`config.mk`:
```
export PLATFORM = sky130hd
export DESIGN_NAME = nine_bit_divider_ctrl_flat
export DESIGN_NICKNAME = d
export VERILOG_FILES = /design/src/rtl/nine_bit_div_pkg.sv /design/src/rtl/nine_bit_divider_ctrl_if.sv /design/src/rtl/div_toggle_counter.sv /design/src/rtl/nine_bit_divider_ctrl.sv /design/src/flat_wrapper.sv
export SDC_FILE = /design/constraint.sdc
export NUM_CORES = 1
export LEC_CHECK = 0
export ABC_AREA = 1
export ABC_CLOCK_PERIOD_IN_PS = 1700
export BUFFER_PORTS_ARGS = -buffer_cell sky130_fd_sc_hd__clkbuf_2
export CORE_MARGIN = 1.5
export CORE_UTILIZATION = 49
export CTS_BUF_LIST = sky130_fd_sc_hd__clkbuf_8 sky130_fd_sc_hd__clkbuf_16
export DETAILED_ROUTE_END_ITERATION = 10
export GPL_TIMING_DRIVEN = 0
export PLACE_DENSITY = 0.87
export SYNTH_ARGS = -nofsm -noshare
export SYNTH_HDL_FRONTEND = slang
export SYNTH_HIERARCHICAL = 1
export SYNTH_SLANG_ARGS = --single-unit
```
`constraint.sdc`:
```
create_clock -name clk -period 1.7 [get_ports clk]
set_clock_uncertainty 0.2 [all_clocks]
set_input_delay 0.17 -clock clk [delete_from_list [all_inputs] [get_ports clk]]
set_output_delay 0.17 -clock clk [all_outputs]
set_load 0.1 [all_outputs]
```
`src/rtl/nine_bit_div_pkg.sv`:
```
// Shared types and default widths for the 9-bit divider control stage.
package nine_bit_div_pkg;

    localparam int unsigned CW_DEF = 9;
    localparam int unsigned PW_DEF = 8;
    // Toggle count runs to 2*periods, which needs one bit more than periods
    localparam int unsigned TW_DEF = PW_DEF + 1;

    typedef enum logic [1:0] {
        IDLE = 2'd0,
        LOAD = 2'd1,
        RUN  = 2'd2,
        DONE = 2'd3
    } state_t;

endpackage

```
`src/rtl/nine_bit_divider_ctrl_if.sv`:
```
// Handshake/data bundle between the divider control, its requester and the counter.
interface nine_bit_divider_ctrl_if
    import nine_bit_div_pkg::*;
#(
    parameter int unsigned CW = CW_DEF,
    parameter int unsigned PW = PW_DEF
);
    logic          start;
    logic          abort;
    logic [CW-1:0] preset;
    logic [PW-1:0] periods;
    logic          cnt_cout;
    logic          cnt_ld;
    logic [CW-1:0] cnt_par;
    logic          wave_out;
    logic          busy;
    logic          done;

    modport master (
        output start, abort, preset, periods, cnt_cout,
        input  cnt_ld, cnt_par, wave_out, busy, done
    );

    modport slave (
        input  start, abort, preset, periods, cnt_cout,
        output cnt_ld, cnt_par, wave_out, busy, done
    );
endinterface

```
`src/rtl/div_toggle_counter.sv`:
```
// Counts carry-outs of a burst, flags the final one and owns the square-wave flop.
module div_toggle_counter
    import nine_bit_div_pkg::*;
#(
    parameter int unsigned TW = TW_DEF
) (
    input  logic          clk,
    input  logic          rst,
    input  logic          clr,
    input  logic          inc,
    input  logic          wave_clr,
    input  logic [TW-1:0] target,
    output logic          last_c,
    output logic          wave
);
    logic [TW-1:0] count;

    always_ff @(posedge clk or posedge rst) begin
        if (rst) begin
            count <= '0;
        end else if (clr) begin
            count <= '0;
        end else if (inc) begin
            count <= count + TW'(1);
        end
    end

    // True when the pending increment reaches the burst's toggle target
    assign last_c = ((count + TW'(1)) == target);

    always_ff @(posedge clk or posedge rst) begin
        if (rst) begin
            wave <= 1'b0;
        end else if (clr || wave_clr) begin
            wave <= 1'b0;
        end else if (inc) begin
            wave <= ~wave;
        end
    end

endmodule

```
`src/rtl/nine_bit_divider_ctrl.sv`:
```
// Drives a 9-bit loadable up-counter as a programmable divider and runs bursts of output periods.
module nine_bit_divider_ctrl
    import nine_bit_div_pkg::*;
#(
    parameter int unsigned CW = CW_DEF,
    parameter int unsigned PW = PW_DEF
) (
    input logic               clk,
    input logic               rst,
    nine_bit_divider_ctrl_if.slave bus
);
    localparam int unsigned TW = PW + 1;

    state_t        state;
    state_t        state_n;
    logic [CW-1:0] preset_q;
    logic [PW-1:0] periods_q;
    logic          load_cfg;
    logic          tog_clr;
    logic          tog_inc;
    logic          wave_clr;
    logic          last_c;
    logic          wave;
    logic [TW-1:0] target;

    always_ff @(posedge clk or posedge rst) begin
        if (rst) begin
            state <= IDLE;
        end else begin
            state <= state_n;
        end
    end

    always_comb begin
        state_n  = state;
        load_cfg = 1'b0;
        tog_clr  = 1'b0;
        tog_inc  = 1'b0;
        wave_clr = 1'b0;
        case (state)
            IDLE: begin
                if (bus.start) begin
                    load_cfg = 1'b1;
                    tog_clr  = 1'b1;
                    state_n  = (bus.periods == '0) ? DONE : LOAD;
                end
            end
            LOAD: begin
                if (bus.abort) begin
                    wave_clr = 1'b1;
                    state_n  = IDLE;
                end else begin
                    state_n  = RUN;
                end
            end
            RUN: begin
                // Abort wins over a coincident carry: no toggle, no completion
                if (bus.abort) begin
                    wave_clr = 1'b1;
                    state_n  = IDLE;
                end else if (bus.cnt_cout) begin
                    tog_inc = 1'b1;
                    if (last_c) begin
                        state_n = DONE;
                    end
                end
            end
            DONE: begin
                wave_clr = 1'b1;
                state_n  = IDLE;
            end
            default: begin
                state_n = IDLE;
            end
        endcase
    end

    always_ff @(posedge clk or posedge rst) begin
        if (rst) begin
            preset_q  <= '0;
            periods_q <= '0;
        end else if (load_cfg) begin
            preset_q  <= bus.preset;
            periods_q <= bus.periods;
        end
    end

    assign target = TW'({periods_q, 1'b0});

    div_toggle_counter #(
        .TW(TW)
    ) u_toggle (
        .clk      (clk),
        .rst      (rst),
        .clr      (tog_clr),
        .inc      (tog_inc),
        .wave_clr (wave_clr),
        .target   (target),
        .last_c   (last_c),
        .wave     (wave)
    );

    // In RUN the counter free-runs and reloads only on the edge after its wrap
    assign bus.cnt_ld   = (state == RUN) ? bus.cnt_cout : 1'b1;
    assign bus.cnt_par  = preset_q;
    assign bus.wave_out = wave;
    assign bus.busy     = (state == LOAD) || (state == RUN);
    assign bus.done     = (state == DONE);

endmodule
```
`src/flat_wrapper.sv`:
```
// flat-port wrapper written by rule: the top's interface ports become plain ports
module nine_bit_divider_ctrl_flat import nine_bit_div_pkg::*;
#(
    parameter int unsigned CW = CW_DEF,
    parameter int unsigned PW = PW_DEF
)
  (clk, rst, bus_start, bus_abort, bus_preset, bus_periods, bus_cnt_cout, bus_cnt_ld, bus_cnt_par, bus_wave_out, bus_busy, bus_done);
  nine_bit_divider_ctrl_if #(.CW(CW), .PW(PW)) bus_i ();
  input logic clk;
  input logic rst;
  input wire logic [$bits(bus_i.start)-1:0] bus_start;
  input wire logic [$bits(bus_i.abort)-1:0] bus_abort;
  input wire logic [$bits(bus_i.preset)-1:0] bus_preset;
  input wire logic [$bits(bus_i.periods)-1:0] bus_periods;
  input wire logic [$bits(bus_i.cnt_cout)-1:0] bus_cnt_cout;
  output wire logic [$bits(bus_i.cnt_ld)-1:0] bus_cnt_ld;
  output wire logic [$bits(bus_i.cnt_par)-1:0] bus_cnt_par;
  output wire logic [$bits(bus_i.wave_out)-1:0] bus_wave_out;
  output wire logic [$bits(bus_i.busy)-1:0] bus_busy;
  output wire logic [$bits(bus_i.done)-1:0] bus_done;
  assign bus_i.start = bus_start;
  assign bus_i.abort = bus_abort;
  assign bus_i.preset = bus_preset;
  assign bus_i.periods = bus_periods;
  assign bus_i.cnt_cout = bus_cnt_cout;
  assign bus_cnt_ld = bus_i.cnt_ld;
  assign bus_cnt_par = bus_i.cnt_par;
  assign bus_wave_out = bus_i.wave_out;
  assign bus_busy = bus_i.busy;
  assign bus_done = bus_i.done;
  nine_bit_divider_ctrl #(.CW(CW), .PW(PW)) u_core (.clk(clk), .rst(rst), .bus(bus_i));
endmodule
```
==> impl_metrics.env, run 1 <==
export IMPL_first_global_vias=1890
export IMPL_power_density_nw_per_um2=1995
export IMPL_clk_latency_ns=0.29
export IMPL_die_area_um2=3825
export IMPL_antenna_found_initial=0
export IMPL_rsz0062_at_grt="yes"
export IMPL_slew_violations=0
export IMPL_netlist_area_um2=1697
export IMPL_final_common_cell="nand2_1"
export IMPL_register_area_um2=729.5
export IMPL_holdPathStages=5
export IMPL_cp_data_required_time_ns=1.72
export IMPL_total_power_mw=4.997
export IMPL_avgViaCountPerCell=5.681
export IMPL_postRouteAntennaNets=0
export IMPL_drtIter0Drc=207
export IMPL_layout_setup_ws_ns=-0.5495
export IMPL_ys_seq_area_frac=0.4277
export IMPL_fp_row_count=21
export IMPL_hold_path_class="input pin to flop"
export IMPL_grt_usage=0.3306
export IMPL_cp_startpoint="u_core/u_toggle/count[1]$_DFFE_PP0P_"
export IMPL_clock_path_buffers=2
export IMPL_finalCritPeriodShare=1.323
export IMPL_max_vdd_ir_drop_mv=2.215
export IMPL_grt_ovfl_total=0
export IMPL_cp_end_kind="flop"
export IMPL_stdcell_count=351
export IMPL_violations="setup timing"
export IMPL_wire_per_inst_um=18.01
export IMPL_timing_fmax_ghz=0.4445
export IMPL_outcome="complete, but fails checks"
export IMPL_hold_start="bus_start"
export IMPL_syn2layout_area_growth_pct=47.64
export IMPL_cts_buffers=5
export IMPL_dr_pass1_iters=5
export IMPL_cts_tree="done"
export IMPL_place_gp_congestion=0.8884
export IMPL_drc=0
export IMPL_clock_sinks=29
export IMPL_worstPathMaxFanout=5
export IMPL_fp_dieH_um=61.85
export IMPL_pre_cts_ws_ns=-0.3716
export IMPL_r2r_start="u_core/u_toggle/count[1]$_DFFE_PP0P_"
export IMPL_avgSynthCellArea_um2=7.313
export IMPL_coreArea_um2=3337
export IMPL_hpwl_um=2871
export IMPL_synth_edf_count=0
export IMPL_grt_pass1_wl_um=8852
export IMPL_arrival_ns=2.27
export IMPL_die_x_um=61.85
export IMPL_ys_types=27
export IMPL_multi_input_area_um2=925.9
export IMPL_vias=1994
export IMPL_critical_path_class="flop to flop"
export IMPL_root_buffer="clkbuf_8"
export IMPL_hold_ws_ns=0.1342
export IMPL_reg2reg_depth=16
export IMPL_relSlewSlack=0.5063
export IMPL_syn_inst=232
export IMPL_clkTransAtPathRegs_ns=0.08
export IMPL_fillers=185
export IMPL_numPortBuffers=34
export IMPL_period_minus_slack_ns=2.250
export IMPL_h_tree_depth=2
export IMPL_setup_viol=16
export IMPL_synth_seq_cells=29
export IMPL_yosysWarnings=6
export IMPL_wirelength_um=6322
export IMPL_ioPinCount=35
export IMPL_grt_max_degree=20
export IMPL_dp_cells=313
export IMPL_critPathLaunchType="flop"
export IMPL_fin_tns_setup_ns=-3.291
export IMPL_leakage_nw=1.313
export IMPL_async_reset_ff_frac=1.000
export IMPL_layout_nets=333
export IMPL_max_cap_violations=0
export IMPL_worstMarginPinSlew_ns=0.7397
export IMPL_final_cell_mix="nand2_1 (83), clkbuf_2 (31), dfrtp_1 (26)"
export IMPL_antennaDiodeCount=0
export IMPL_ys_flop_type="dfrtp_1"
export IMPL_layout_drive_gt1_share=0.3410
export IMPL_hold_viol_final=0
export IMPL_start_util=0.5084
-- worst max-delay path: stages, from the launching register on --
cell and delay [ns]:
dfrtp_2 0.45, ha_4 0.19, nand2_4 0.09, inv_4 0.05, nand3_1 0.11, nand2_2 0.10, nand3_2 0.08, nand2_2 0.06
nor2_2 0.11, nand2_2 0.07, nor2_2 0.11, nor2_1 0.06, nand2_2 0.08, nand3_4 0.10, nor2_2 0.12, nand2_1 0.08
nand2_1 0.13
-- worst paths after layout --
path | slack (ns) | end
setup / recovery | -0.55 | u_core/state[1]$_DFFE_PP0P_
hold / removal | 0.13 | u_core/state[0]$_DFFE_PP0P_
setup reg to reg | -0.55 | u_core/state[1]$_DFFE_PP0P_
hold reg to reg | 0.31 | u_core/bus.cnt_par[5]$_DFFE_PP0P_
max in group asynchronous | 0.44 | u_core/state[0]$_DFFE_PP0P_
min in group asynchronous | 0.22 | u_core/u_toggle/count[4]$_DFFE_PP0P_
-- cells in the mapped netlist, drive strengths merged (2+ instances only) --
cell type | n | area share
a21oi | 2 | 0.0081
dfrtp | 29 | 0.43
nand3 | 16 | 0.058
inv | 33 | 0.073
nor2 | 19 | 0.054
o22ai | 6 | 0.022
ha | 7 | 0.052
o21ai | 6 | 0.018
nand2 | 103 | 0.24
buf | 3 | 0.015
-- area by class of cell --
| cell class | instances | share of cell area |
|---|---|---|
| inverters | 34 | 0.05295 |
| flip-flops and latches | 29 | 0.2912 |
| plain buffers | 3 | 0.01349 |
| clock buffers | 6 | 0.03297 |
| well taps | 46 | 0.02298 |
| multi-input cells | 167 | 0.3696 |
| repair buffers | 64 | 0.2018 |
| clock inverters | 2 | 0.01499 |
-- where the power goes --
| part | switching [mW] | leakage [nW] | internal (mW) |
|---|---|---|---|
| Combinational | 2.16 | 0.885 | 0.907 |
| Clock | 0.295 | 0.0574 | 0.476 |
| Sequential | 0.220 | 0.370 | 0.937 |
-- sequential cells by signal (all words and copies together) (netlist names) --
register               count
u_core/bus.cnt_par         9
u_core/state               2
u_core/periods_q           8
u_core/u_toggle/count      9
u_core/u_toggle/wave       1
-- per-stage QoR --
stage	utilization	instance area, µm²
2_1_floorplan	-	1730
3_5_place_dp	0.5868	1958
4_1_cts	0.7068	2359
3_3_place_gp	0.5868	1958
5_1_grt	0.7507	2505
6_report	0.7507	2505
-- kinds of logic (layout without fill, tap and decap cells) --
| family | after synthesis | after routing | share of synthesized area |
|---|---|---|---|
| XOR/XNOR | 1 | 1 | 0.005163 |
| flip-flops | 29 | 29 | 0.4277 |
| AO/OA/AOI/OAI | 16 | 16 | 0.05678 |
| other | 1 | 2 | 0.002210 |
| AND/OR/NAND/NOR | 141 | 141 | 0.3658 |
| adder cells (fa/ha/maj) | 7 | 7 | 0.05162 |
| buffers and inverters | 37 | 109 | 0.09070 |
-- timing repair --
item,in CTS,in global routing
resized for setup,18,27
pin swaps,0,4
setup buffers,5,7
hold buffers,18,0
setup endpoints to repair,14,17
hold endpoints to repair,46,0
-- routing by layer --
metal  part of all wire  global-route usage  up-vias
li1                   -                   -      856
met5                  0                   0        -
met4              0.071              0.1398        0
met1               0.34              0.3750      910
met2               0.48              0.5880      181
met3               0.11             0.08489       47
No activity file was read; power rests on OpenSTA's default activity.
==> run 2, diff against run 1 <==
--- a/config.mk
+++ b/config.mk
@@ -10,11 +10,11 @@
 export BUFFER_PORTS_ARGS = -buffer_cell sky130_fd_sc_hd__clkbuf_2
 export CORE_MARGIN = 1.5
-export CORE_UTILIZATION = 49
+export CORE_UTILIZATION = 48
 export CTS_BUF_LIST = sky130_fd_sc_hd__clkbuf_8 sky130_fd_sc_hd__clkbuf_16
+export CTS_CLUSTER_DIAMETER = 40
 export DETAILED_ROUTE_END_ITERATION = 10
 export GPL_TIMING_DRIVEN = 0
-export PLACE_DENSITY = 0.87
+export PLACE_DENSITY = 0.86
 export SYNTH_ARGS = -nofsm -noshare
 export SYNTH_HDL_FRONTEND = slang
-export SYNTH_HIERARCHICAL = 1
 export SYNTH_SLANG_ARGS = --single-unit
==> constraint.sdc (replaced) <==
create_clock -name clk -period 1.7 [get_ports clk]
set_clock_uncertainty 0.2 [all_clocks]
set_input_delay 0.085 -clock clk [delete_from_list [all_inputs] [get_ports clk]]
set_output_delay 0.085 -clock clk [all_outputs]
set_load 0.1 [all_outputs]
==> run 2 against run 1 <==
Effect of this change:
- the run still ends with setup timing left
- sequential cell count stayed put
- maximum frequency rose by 17%
- register-to-register slack gained 0.33 ns
- clock-buffer cell count rose by 1
- core utilization is 4.5 points lower
- die area fell by 0.97%
- design area fell by 6.8%
- sequential power is essentially flat
- largest power group unchanged
==> impl_metrics.env, run 2 <==
export IMPL_outcome="complete, but fails checks"
export IMPL_violations="setup timing"
export IMPL_ys_types=21
export IMPL_synth_xor_area_frac=0
export IMPL_place_gp_congestion=0.8798
export IMPL_avgSynthCellArea_um2=7.280
export IMPL_async_reset_ff_frac=1.000
export IMPL_multi_input_area_um2=853.3
export IMPL_synth_edf_count=0
export IMPL_synth_top_cell_area_share=0.4411
export IMPL_ioPinCount=35
export IMPL_drtIter0Drc=94
export IMPL_cts_tree="done"
export IMPL_leakage_nw=1.203
export IMPL_clkTransAtPathRegs_ns=0.06
export IMPL_synth_seq_cells=29
export IMPL_hold_ws_ns=0.06845
export IMPL_synth_top_cell_by_area="dfrtp_1"
export IMPL_timing_fmax_ghz=0.5213
export IMPL_wire_per_inst_um=15.12
export IMPL_synth_area_leaders="dfrtp_1 (44%), nand2_1 (18%), inv_1 (8.7%), nand3_1 (5.5%), ha_1 (4.6%)"
export IMPL_synth_most_common_cell="nand2_1"
export IMPL_synth_compound_gate_area_share=0.08365
export IMPL_crit_top_cell="nand2_1"
export IMPL_worstPathMaxFanout=3
export IMPL_synthAdderAreaFrac=0.04563
export IMPL_max_vdd_ir_drop_mv=1.943
export IMPL_rsz0062_at_grt="yes"
export IMPL_syn2layout_area_growth_pct=41.90
export IMPL_die_area_um2=3788
export IMPL_ys_flop_type="dfrtp_1"
export IMPL_postRouteAntennaNets=0
export IMPL_grt_pass1_wl_um=7914
export IMPL_clock_path_buffers=2
export IMPL_cp_slowest_cell="dfrtp_1"
export IMPL_wirelength_um=5110
export IMPL_syn_inst=226
export IMPL_dr_pass1_iters=4
export IMPL_synth_top_family_by_area="simple AND/OR/NAND/NOR gates"
export IMPL_hold_path_class="input pin to flop"
export IMPL_first_global_vias=1715
export IMPL_cp_end_kind="flop"
export IMPL_cp_data_required_time_ns=1.68
export IMPL_max_cap_violations=0
export IMPL_layout_drive_gt1_share=0.2911
export IMPL_start_util=0.4970
export IMPL_register_area_um2=726.9
export IMPL_layout_setup_ws_ns=-0.2184
export IMPL_ys_top_cells_by_count="nand2_1 (77), inv_1 (38), dfrtp_1 (29)"
export IMPL_root_buffer="clkbuf_8"
export IMPL_final_cell_mix="nand2_1 (73), inv_1 (33), clkbuf_2 (33)"
export IMPL_total_power_mw=4.233
export IMPL_grt_max_degree=30
export IMPL_finalCritPeriodShare=1.128
export IMPL_slew_violations=0
export IMPL_final_common_cell="nand2_1"
export IMPL_die_x_um=61.55
export IMPL_hold_viol_final=0
export IMPL_fillers=226
export IMPL_avgViaCountPerCell=5.195
export IMPL_clk_latency_ns=0.29
export IMPL_synth_simple_gate_area_frac=0.3338
export IMPL_ys_seq_area_frac=0.4411
export IMPL_critPathLaunchType="flop"
export IMPL_power_density_nw_per_um2=1813
export IMPL_cp_slowest_stage_delay_ns=0.42
export IMPL_period_minus_slack_ns=1.918
export IMPL_grt_usage=0.3007
export IMPL_coreArea_um2=3311
export IMPL_layout_nets=319
export IMPL_arrival_ns=1.90
export IMPL_h_tree_depth=2
export IMPL_muxShareOfSynthArea=0
export IMPL_fp_dieH_um=61.55
export IMPL_fp_row_count=21
export IMPL_clock_sinks=29
export IMPL_path_cells="ha_4, inv_4, nor2_4, nor2_2, nand2_1, a21oi_2, nand3_1, nor2_2, nand2_1, nand2_2, nand2_2, nand2_1, nand2_1"
export IMPL_cts_buffers=5
export IMPL_numPortBuffers=34
export IMPL_antennaDiodeCount=0
export IMPL_relSlewSlack=0.5821
export IMPL_syn_num_nets=254
export IMPL_yosysWarnings=0
export IMPL_vias=1756
export IMPL_worstMarginPinSlew_ns=0.6256
export IMPL_critical_path_class="flop to flop"
export IMPL_hpwl_um=2640
export IMPL_netlist_area_um2=1645
export IMPL_antenna_found_initial=0
export IMPL_drc=0
export IMPL_grt_ovfl_total=0
export IMPL_setup_viol=12
-- run 2: changes by cell type after synthesis, sizes merged, moves of 2 or more --
cell	previous run	this run
nor2	19	15
inv	33	38
clkbuf	0	3
nand4	1	3
buf	3	0
o22ai	6	4
nand2	103	85
nand3	16	19
o21ai	6	16
-- run 2: routing by layer --
layer | vias up | GRT usage | wire [µm]
met5 | - | 0 | 0
met2 | 91 | 0.4842 | 2485
met4 | 0 | 0.1733 | 241
met3 | 26 | 0.08613 | 372
li1 | 836 | - | -
met1 | 803 | 0.3582 | 2010
-- run 2: through the flow --
step                      utilization  std cells  cell area (µm²)  setup WS [ns]  TNS, ns
after floorplan                     -        226             1695        -0.1154  -0.1905
after global routing           0.7052        338             2335        -0.3324   -2.860
after global placement         0.5809        306             1923        -0.2012   -3.530
after CTS                      0.6905        337             2286        -0.1540   -1.004
after detailed placement       0.5809        306             1923        -0.2457   -4.237
final                          0.7052        338             2335        -0.2184   -2.041
-- run 2: critical path, delay by kind of cell (launching register included) --
kind	cells	cell delay, ns
compound gates	1	0.11
fa+ha+maj	1	0.26
buf+inv	1	0.07
flops	1	0.42
simple gates	10	0.75
-- run 2: layout make-up --
class / instances / area share
tap: 46 / 0.02465
multi-input combinational: 155 / 0.3655
buffer: 3 / 0.009110
clock buffer: 7 / 0.04126
clock inverter: 1 / 0.002144
sequential: 29 / 0.3114
inverter: 39 / 0.06752
timing repair buffer: 58 / 0.1785
-- run 2: power by group --
part / internal (mW) / leakage (nW) / switching, mW
Sequential: 0.928 / 0.374 / 0.199
Combinational: 0.603 / 0.775 / 1.86
Clock: 0.365 / 0.0542 / 0.281
-- run 2: worst paths after layout --
path                                                      start                                   end  slack (ns)  cells after the start
min reg2reg                   u_core.bus.cnt_par[6]$_DFFE_PP0P_     u_core.bus.cnt_par[6]$_DFFE_PP0P_        0.30                      2
max reg2reg                u_core.u_toggle.count[0]$_DFFE_PP0P_           u_core.state[0]$_DFFE_PP0P_       -0.22                     13
max                        u_core.u_toggle.count[0]$_DFFE_PP0P_           u_core.state[0]$_DFFE_PP0P_       -0.22                     13
min in group asynchronous                                   rst     u_core.bus.cnt_par[4]$_DFFE_PP0P_        0.22                      3
max in group asynchronous                                   rst  u_core.u_toggle.count[1]$_DFFE_PP0P_        0.69                      3
min                                                   bus_abort           u_core.state[1]$_DFFE_PP0P_        0.07                      5
-- run 2: timing repair --
item	in CTS	in global routing
endpoints found under the hold margin	47	0
endpoints found under the setup margin	29	59
setup buffers	4	1
pin swaps	3	9
hold buffers	19	0
resized for setup	16	16
-- run 2: kinds of logic (layout without fill, tap and decap cells) --
family | after synthesis | count (layout)
adder cells (fa/ha/maj) | 6 | 6
buffers and inverters | 42 | 108
flip-flops | 29 | 29
AO/OA/AOI/OAI | 25 | 25
AND/OR/NAND/NOR | 124 | 124
==> run 3, diff against run 2 <==
Settings changed: CELL_PAD_IN_SITES_DETAIL_PLACEMENT set to 1, CELL_PAD_IN_SITES_GLOBAL_PLACEMENT set to 1, CORE_UTILIZATION 48 to 35, PLACE_DENSITY 0.86 to 0.88.
==> run 3 against run 2 <==
Effect of this change:
- the run still ends with setup timing left
- cell count is 3.3% higher
- design area is 2.8% higher
- power is 5.7% higher
- combinational power is 9.8% higher
- clock power is 4.8% lower
- core utilization is 16 points lower
- maximum frequency is 5.2% lower
- routed wire length is 39% higher
- global-route usage is 4.2 points lower
- setup slack worse by 0.10 ns
- sequential share of layout area is 0.86 points lower
- die area is 35% higher
==> impl_metrics.env, run 3 (synthesized netlist as in run 2, its figures left out) <==
export IMPL_timing_fmax_ghz=0.4944
export IMPL_period_minus_slack_ns=2.023
export IMPL_cp_data_required_time_ns=1.69
export IMPL_reg2reg_depth=14
export IMPL_antenna_found_initial=0
export IMPL_grt_ovfl_total=0
export IMPL_pre_cts_ws_ns=-0.2852
export IMPL_r2r_slack_ns=-0.32
export IMPL_max_cap_violations=0
export IMPL_r2r_start="u_core.u_toggle.count[0]$_DFFE_PP0P_"
export IMPL_layout_setup_ws_ns=-0.3228
export IMPL_cp_end_kind="flop"
export IMPL_hold_path_class="input pin to flop"
export IMPL_fp_row_count=24
export IMPL_postRouteAntennaNets=0
export IMPL_vias=1911
export IMPL_max_vdd_ir_drop_mv=1.901
export IMPL_grt_usage=0.2583
export IMPL_dp_cells=312
export IMPL_outcome="complete, but fails checks"
export IMPL_clkTransAtPathRegs_ns=0.07
export IMPL_critPathLaunchType="flop"
export IMPL_die_x_um=71.57
export IMPL_antennaDiodeCount=0
export IMPL_syn2layout_area_growth_pct=45.93
export IMPL_coreArea_um2=4444
export IMPL_clock_sinks=29
export IMPL_numPortBuffers=34
export IMPL_hpwl_um=3245
export IMPL_leakage_nw=1.211
export IMPL_slew_violations=0
export IMPL_h_tree_depth=2
export IMPL_hold_viol_final=0
export IMPL_setup_viol=24
export IMPL_drc=0
export IMPL_dr_pass1_iters=4
export IMPL_hold_start="bus_start"
export IMPL_fp_dieH_um=71.57
export IMPL_start_util=0.3702
export IMPL_avgViaCountPerCell=5.476
export IMPL_die_area_um2=5122
export IMPL_grt_pass1_wl_um=9915
export IMPL_violations="setup timing"
export IMPL_power_density_nw_per_um2=1863
export IMPL_layout_drive_gt1_share=0.3401
export IMPL_wirelength_um=7127
export IMPL_grt_max_degree=30
export IMPL_final_cell_mix="nand2_1 (73), clkbuf_2 (31), inv_1 (29)"
export IMPL_relSlewSlack=0.5621
export IMPL_holdPathStages=5
export IMPL_worstPathMaxFanout=3
export IMPL_stdcell_count=349
export IMPL_ioPinCount=35
export IMPL_root_buffer="clkbuf_8"
export IMPL_wire_per_inst_um=20.42
export IMPL_cts_tree="done"
export IMPL_clk_latency_ns=0.31
export IMPL_cts_buffers=5
export IMPL_fillers=547
export IMPL_rsz0062_at_grt="yes"
export IMPL_clock_path_buffers=2
export IMPL_place_gp_congestion=0.8155
export IMPL_arrival_ns=2.01
export IMPL_first_global_vias=2005
export IMPL_cp_startpoint="u_core.u_toggle.count[0]$_DFFE_PP0P_"
export IMPL_critical_path_class="flop to flop"
export IMPL_layout_nets=324
export IMPL_worstMarginPinSlew_ns=0.6555
export IMPL_finalCritPeriodShare=1.190
export IMPL_final_common_cell="nand2_1"
export IMPL_drtIter0Drc=93
run 3: cell type report:
type	instances	area (µm²)	share of cell area
clock inverter	3	22.52	0.009380
inverter	39	162.7	0.06774
tap	52	65.06	0.02710
timing repair buffer	63	451.7	0.1881
multi-input combinational	155	883.3	0.3679
clock buffer	5	68.82	0.02866
sequential	29	726.9	0.3028
buffer	3	20.02	0.008338
run 3: worst paths after layout:
kind                                                        end
setup / recovery                    u_core.state[1]$_DFFE_PP0P_
hold / removal                      u_core.state[0]$_DFFE_PP0P_
hold reg to reg                u_core.u_toggle.wave$_DFFE_PP0P_
max in group asynchronous  u_core.u_toggle.count[1]$_DFFE_PP0P_
min in group asynchronous     u_core.bus.cnt_par[1]$_DFFE_PP0P_
setup reg to reg                    u_core.state[1]$_DFFE_PP0P_
run 3: power breakdown:
group	total, mW	switching (mW)	internal [mW]	leakage (nW)
clock network	0.616	0.330	0.287	0.0364
registers	1.15	0.226	0.927	0.374
logic	2.70	2.04	0.663	0.801
total	4.47	2.60	1.88	1.21
run 3: through the flow:
| step | area [µm²] | setup TNS [ns] | hold WS (ns) | total power [mW] | utilization |
|---|---|---|---|---|---|
| 4_1_cts | 2312 | -0.4159 | 0.01383 | 4.070 | 0.5203 |
| 3_3_place_gp | 1931 | -4.214 | 0.08129 | 3.174 | 0.4344 |
| 2_1_floorplan | 1695 | -0.1905 | -0.03689 | 2.851 | - |
| 3_5_place_dp | 1931 | -5.402 | 0.09128 | 3.242 | 0.4344 |
| 6_report | 2401 | -2.127 | 0.04788 | 4.474 | 0.5403 |
| 5_1_grt | 2401 | -3.213 | 0.07660 | 4.635 | 0.5403 |
run 3: critical path, stage by stage (launching register included):
cell	delay [ns]
dfrtp_1	0.41
ha_4	0.18
nand3_1	0.12
nand2_1	0.12
nand2_2	0.09
nand2_1	0.06
nand2_1	0.06
nor2_2	0.11
nand2_1	0.09
nor2_2	0.10
nand2_1	0.07
nand2_2	0.09
nand2_2	0.06
nand2_1	0.08
nand2_1	0.06
run 3: repair_timing:
action,4_1_cts,5_1_grt
hold buffers,18,0
buffers inserted,8,3
resized for setup,17,32
pin swaps,4,5
hold endpoints to repair,46,0
endpoints found under the setup margin,31,59
run 3: routing by layer:
| metal | up-vias | wire (µm) | global-route usage |
|---|---|---|---|
| li1 | 845 | - | - |
| met4 | 0 | 242 | 0.1363 |
| met1 | 963 | 2736 | 0.2890 |
| met2 | 79 | 3824 | 0.4538 |
| met3 | 24 | 323 | 0.06329 |
| met5 | - | 0 | 0 |
